**config.mk**
```make
export PLATFORM = sky130hd
export DESIGN_NAME = truth_table_sweeper
export DESIGN_NICKNAME = d
export VERILOG_FILES = /design/src/rtl/tts_pkg.sv /design/src/rtl/tts_settle_timer.sv /design/src/rtl/truth_table_sweeper.sv
export SDC_FILE = /design/constraint.sdc
export NUM_CORES = 1
export LEC_CHECK = 0
export CORE_UTILIZATION = 47
export CTS_CLUSTER_SIZE = 24
export DETAILED_ROUTE_END_ITERATION = 6
export GPL_ROUTABILITY_DRIVEN = 1
export HOLD_SLACK_MARGIN = 0.02
export PLACE_DENSITY = 0.75
export SLEW_MARGIN = 15
export SYNTH_ARGS = -nofsm -noshare
export SYNTH_HDL_FRONTEND = slang
export SYNTH_SLANG_ARGS = --single-unit
```
**constraint.sdc**
```tcl
create_clock -name clk -period 1.7 [get_ports clk]
set_clock_uncertainty 0.2 [all_clocks]
set_input_delay 0.34 -clock clk [delete_from_list [all_inputs] [get_ports clk]]
set_output_delay 0.34 -clock clk [all_outputs]
set_load 0.005 [all_outputs]
```
**src/rtl/tts_pkg.sv**
```systemverilog
`default_nettype none
// ============================================================================
// Module      : tts_pkg
// Description : Shared types and constants for the truth-table sweeper.
//               Holds the sweep FSM state encoding, the vector count and
//               index width, and the index-bit to stimulus-pin mapping.
// Revision    : 1.0 - initial release
// ============================================================================
package tts_pkg;

    localparam int VEC_N = 16;
    localparam int IDX_W = 4;

    // Which bit of the vector index drives each stimulus pin.
    localparam int c_x1_bit = 3;
    localparam int c_x2_bit = 2;
    localparam int c_y1_bit = 1;
    localparam int c_y2_bit = 0;

    // State names carry an ST_ prefix so they never collide with the
    // SETTLE timing parameter of the top level.
    typedef enum logic [1:0] {
        ST_IDLE   = 2'd0,
        ST_SETTLE = 2'd1,
        ST_SAMPLE = 2'd2,
        ST_FINISH = 2'd3
    } tts_state_t;

endpackage : tts_pkg
`default_nettype wire

```
**src/rtl/tts_settle_timer.sv**
```systemverilog
`default_nettype none
// ============================================================================
// Module      : tts_settle_timer
// Description : Loadable down-counter that times how long each stimulus
//               vector is held before the function output is sampled.
//               load has priority over dec; the count stops at zero.
// Ports       : clk, rst_n (async, active-low)
//               load  - load value into the counter
//               dec   - decrement by one when non-zero
//               value - load value
//               zero  - count is zero
// Revision    : 1.0 - initial release
// ============================================================================
module tts_settle_timer #(
    parameter int WIDTH = 4
) (
    input  logic             clk,
    input  logic             rst_n,
    input  logic             load,
    input  logic             dec,
    input  logic [WIDTH-1:0] value,
    output logic             zero
);

    logic [WIDTH-1:0] r_cnt;

    always_ff @(posedge clk or negedge rst_n) begin
        if (!rst_n) begin
            r_cnt <= '0;
        end else if (load) begin
            r_cnt <= value;
        end else if (dec && (r_cnt != '0)) begin
            r_cnt <= r_cnt - 1'b1;
        end
    end

    assign zero = (r_cnt == '0);

endmodule : tts_settle_timer
`default_nettype wire

```
**src/rtl/truth_table_sweeper.sv**
```systemverilog
`default_nettype none
// ============================================================================
// Module      : truth_table_sweeper
// Description : Drives all 16 input vectors of a 4-input, 1-output
//               combinational function and captures its output b into a
//               16-bit truth table, with a start/done handshake.
//               Each vector is held SETTLE+1 cycles; b is sampled after the
//               stimulus has been stable for SETTLE cycles.
// Parameters  : SETTLE - hold cycles before sampling, legal range 1..15
// Ports       : clk, rst_n (async, active-low), start, b
//               x1/x2/y1/y2 - registered stimulus from the vector index
//               busy, done, truth[15:0]
//               expected, mismatch, mismatch_idx - only with TTS_CHECK_EN
// Macro       : TTS_CHECK_EN - adds the on-line compare against 'expected'
// Revision    : 1.0 - initial release
// ============================================================================
module truth_table_sweeper
    import tts_pkg::*;
#(
    parameter int SETTLE = 2
) (
    input  logic             clk,
    input  logic             rst_n,
    input  logic             start,
    input  logic             b,
    output logic             x1,
    output logic             x2,
    output logic             y1,
    output logic             y2,
    output logic             busy,
    output logic             done,
`ifdef TTS_CHECK_EN
    input  logic [VEC_N-1:0] expected,
    output logic             mismatch,
    output logic [IDX_W-1:0] mismatch_idx,
`endif
    output logic [VEC_N-1:0] truth
);

    localparam logic [IDX_W-1:0] c_settle_load = IDX_W'(SETTLE - 1);
    localparam logic [IDX_W-1:0] c_last_idx    = IDX_W'(VEC_N - 1);

    tts_state_t       r_state;
    logic [IDX_W-1:0] r_idx;
    logic [IDX_W-1:0] r_stim;
    logic             r_busy;
    logic             r_done;
    logic [VEC_N-1:0] r_truth;
`ifdef TTS_CHECK_EN
    logic             r_mismatch;
    logic [IDX_W-1:0] r_mismatch_idx;
`endif

    logic w_load;
    logic w_dec;
    logic w_cnt_zero;

    // The timer is reloaded whenever a new vector begins its settle window.
    always_comb begin
        w_load = 1'b0;
        w_dec  = 1'b0;
        case (r_state)
            ST_IDLE:   w_load = start;
            ST_SETTLE: w_dec  = !w_cnt_zero;
            ST_SAMPLE: w_load = (r_idx != c_last_idx);
            default:   ;
        endcase
    end

    tts_settle_timer #(
        .WIDTH (IDX_W)
    ) u_settle_timer (
        .clk   (clk),
        .rst_n (rst_n),
        .load  (w_load),
        .dec   (w_dec),
        .value (c_settle_load),
        .zero  (w_cnt_zero)
    );

    always_ff @(posedge clk or negedge rst_n) begin
        if (!rst_n) begin
            r_state        <= ST_IDLE;
            r_idx          <= '0;
            r_stim         <= '0;
            r_busy         <= 1'b0;
            r_done         <= 1'b0;
            r_truth        <= '0;
`ifdef TTS_CHECK_EN
            r_mismatch     <= 1'b0;
            r_mismatch_idx <= '0;
`endif
        end else begin
            // Stimulus trails idx by one edge, so the function sees each
            // vector for SETTLE full cycles before the SAMPLE edge.
            r_stim <= r_idx;
            r_done <= 1'b0;
            case (r_state)
                ST_IDLE: begin
                    if (start) begin
                        r_idx          <= '0;
                        r_truth        <= '0;
                        r_busy         <= 1'b1;
                        r_state        <= ST_SETTLE;
`ifdef TTS_CHECK_EN
                        r_mismatch     <= 1'b0;
                        r_mismatch_idx <= '0;
`endif
                    end
                end
                ST_SETTLE: begin
                    if (w_cnt_zero) begin
                        r_state <= ST_SAMPLE;
                    end
                end
                ST_SAMPLE: begin
                    r_truth[r_idx] <= b;
`ifdef TTS_CHECK_EN
                    // Only the first differing vector is reported.
                    if ((b != expected[r_idx]) && !r_mismatch) begin
                        r_mismatch     <= 1'b1;
                        r_mismatch_idx <= r_idx;
                    end
`endif
                    // Explicit end test; idx never wraps within a sweep.
                    if (r_idx == c_last_idx) begin
                        r_busy  <= 1'b0;
                        r_done  <= 1'b1;
                        r_state <= ST_FINISH;
                    end else begin
                        r_idx   <= r_idx + 1'b1;
                        r_state <= ST_SETTLE;
                    end
                end
                ST_FINISH: begin
                    r_state <= ST_IDLE;
                end
                default: begin
                    r_state <= ST_IDLE;
                end
            endcase
        end
    end

    assign x1    = r_stim[c_x1_bit];
    assign x2    = r_stim[c_x2_bit];
    assign y1    = r_stim[c_y1_bit];
    assign y2    = r_stim[c_y2_bit];
    assign busy  = r_busy;
    assign done  = r_done;
    assign truth = r_truth;
`ifdef TTS_CHECK_EN
    assign mismatch     = r_mismatch;
    assign mismatch_idx = r_mismatch_idx;
`endif

endmodule : truth_table_sweeper
`default_nettype wire
```
==> impl_results.md <==
- Async SR Flop Fraction: 100%
- Non-Filler Instances: 240
- Internal power: 1.40 mW
- Synth top area cells: dfrtp_1 53%, nand3_1 6.3%, o211ai_1 5.5%
- Yosys cell types: 28
- Post-synthesis sequential area ratio: 52.9%
- Synth cell count leaders: 32 x dfrtp_1, 20 x nand2_1, 19 x nand3_1
- Wl on met1: 1.45 mm
- FF+latch count, synth: 32
- Crit path from: u_settle_timer.r_cnt[1]$_DFFE_PN0P_
- Post-DRT Antenna Nets: 0
- Dpl hpwl: 2.36 mm
- Via-to-Cell Ratio: 5.40
- Layout cells sized above 1: 20.9%
- PwrDens: 1040 nW/µm²
- Status: finished clean
- Final cycle utilization of the critical path: 96.4%
- LEAKAGE: 1.08 nW
- # DRC: 0
- Setup TNS: 0 ns
- Max Root-Sink Buffers: 2
- CTS sink cnt: 32
- Die area: 3450 µm²
- Clk pwr share: 21.2%
- Reg2Reg Launch Point: u_settle_timer.r_cnt[1]$_DFFE_PN0P_
- Least-Margin Pin Slew: 0.357 ns
- Clock Latency Late Sink: 0.33 ns
- RSZ-0062 raised after global routing: yes
- DP Cell Count: 219
- Drt first pass iters: 4
- Hold_buf cts: 0
- Max-cap violation count: 0
- Peak supply drop: 658 µV
- Top-count cell post-synth: dfrtp_1
- Max Slew Vio Count: 0
- WL per Instance: 14.6 µm
- Design Area, Final: 2040 µm²
- Yosys warnings: 0
- PortBufs: 25
- Starting Density: 49.6%
- Fin. Hold Viols: 0
- Arrival time of the worst setup path: 1.70 ns
- FF-to-FF path depth: 3
- Sequential cell area: 803 µm²
- Setup-failing EPs final: 0
- Setup CP Type: reg2reg
- Sequential Power Share: 45.9%
- Placed Area: 1860 µm²
- CP startpoint kind: flop
- Final WL: 3.50 mm
- Top Metal Used: met4
- Area of the multi-input gates: 708 µm²
- CP max FO: 3
- Setup WS pre-CTS: -0.195 ns
- Clock root cell: clkbuf_4
- Die Width: 58.8 µm
- Syn nets: 161
- Rows: 20
- Dominant synthesized flop cell: dfrtp_1
- Comb pwr share: 32.9%
- Met2 routed WL: 1.79 mm
- Initial antenna violation count: 0
- Worst setup endpoint: u_settle_timer.r_cnt[3]$_DFFE_PN0P_
- DR iter-0 viols: 48
- Post-synth top area cell: dfrtp_1
- Sw power: 0.726 mW
- H-tree depth: 2
- Area delta synth->final: 34.7%
- Fillers: 256
- Worst Path Required: 1.76 ns
- Sw frac: 34.2%
- Avg Inst Size Synth: 10.0 µm²
- Number of buffers created by CTS: 5
- EDFF count, synth: 0
- FMAX: 610 MHz
- Tmin final: 1.64 ns
- Post-Synthesis Cells: 151
- CTS tree: done
- Via count: 1295
- R2R Setup Slk: 0.06 ns
- Path category of the worst min-delay check: in2async
- Die height: 58.8 µm
- First-pass GRT wire length: 5.80 mm
- Worst-path clk slew: 0.10 ns
- Mapped Area: 1510 µm²
- Largest net degree at the start of global routing: 33
- Critical path capture point type: flop
- I/O Pins: 26
- GRT Total Usage: 23.0%
- Placer Congestion: 0.836
- Grt ovf: 0
- Worst R2R End: u_settle_timer.r_cnt[3]$_DFFE_PN0P_
- Detail Route met3 WL: 215 µm
- Top-area cell type share of the netlist area: 52.9%
- Vias in the first global route: 1288
- CORE AREA: 3050 µm²
- Max-slew headroom: 76.1%
- Post-route setup slack: 0.0617 ns
- Fin nets: 205
- Number of diodes: 0
==> sequential cells by signal (all words and copies together) (netlist names) <==
name,flops
done,1
r_state,2
busy,1
r_stim,4
r_idx,4
u_settle_timer.r_cnt,4
truth,16
==> per-layer routing <==
metal | GRT usage [%] | up-vias
met3 | 6.59 | 5
met4 | 8.16 | 0
met5 | 0 | -
met1 | 27.7 | 617
li1 | - | 625
met2 | 39.0 | 48
==> worst max-delay path, stage by stage (launching register included) <==
cell and delay, ns:
dfrtp_1 0.41, or3_1 0.39, or4_1 0.43, a21oi_1 0.15
==> worst min-delay path by stage <==
stage,end,slack [ns],depth (start not counted)
2_1_floorplan,busy$_DFFE_PN0P_,-0.16,0
3_3_place_gp,r_stim[1]$_DFF_PN0_,0.24,0
3_5_place_dp,r_stim[1]$_DFF_PN0_,0.25,0
4_1_cts,r_idx[3]$_DFFE_PN0P_,0.15,2
5_1_grt,r_idx[1]$_DFFE_PN0P_,0.16,2
6_report,r_idx[3]$_DFFE_PN0P_,0.16,2
==> power by group through the flow <==
stage                     sequential (mW)  clock, mW  combinational [mW]
final                               0.973      0.450               0.699
after global routing                0.991      0.496               0.788
after CTS                           0.962      0.465               0.637
after detailed placement            0.975          0               0.618
after global placement              0.967          0               0.587
after floorplan                     0.943          0               0.440
==> final cells by class <==
type	count	share of cell area, %
Clock inverter	2	0.491
Multi-Input combinational cell	105	34.7
Inverter	5	0.920
Timing Repair Buffer	46	19.3
Tap cell	44	2.70
Sequential cell	32	39.4
Clock buffer	6	2.52
==> stage by stage <==
step	power [mW]	hold WS, ns	util, %
floorplan	1.38	-0.156	-
global placement	1.55	0.242	60.9
detailed placement	1.59	0.254	60.9
CTS	2.06	0.153	65.3
global route	2.27	0.160	66.8
finish	2.12	0.159	66.8
==> cells in the final DEF, fill, tap and decap left out, drive strengths merged, types with 2 or more instances in the layout <==
cell type / netlist / final
a21oi: 3 / 3
clkdlybuf4s50: 0 / 3
o211ai: 11 / 11
or3b: 2 / 2
nor2: 4 / 4
or3: 2 / 2
nand3b: 4 / 4
and3b: 4 / 4
or4: 2 / 2
dfrtp: 32 / 32
clkbuf: 4 / 6
ha: 6 / 6
o21ai: 9 / 9
nor2b: 3 / 3
nand3: 19 / 19
buf: 5 / 21
inv: 5 / 5
dlygate4sd2: 0 / 22
mux2i: 2 / 2
o311ai: 4 / 4
clkinv: 0 / 2
nand2: 20 / 20
nand2b: 3 / 3
==> logic make-up after synthesis <==
kind of cell | share of synthesized area [%]
and+or+nand+nor | 23.6
DFF | 52.9
AOI/OAI and AO/OA | 12.6
buffers and inverters | 3.80
adders and majority gates | 4.96
muxes | 2.07
==> timing repair <==
action,CTS,global route
pin swaps,0,0
setup buffers,12,1
gates resized for setup,24,13
endpoints found under the setup margin,25,11
endpoints found under the hold margin,0,0
No activity file was read; power rests on OpenSTA's default activity.
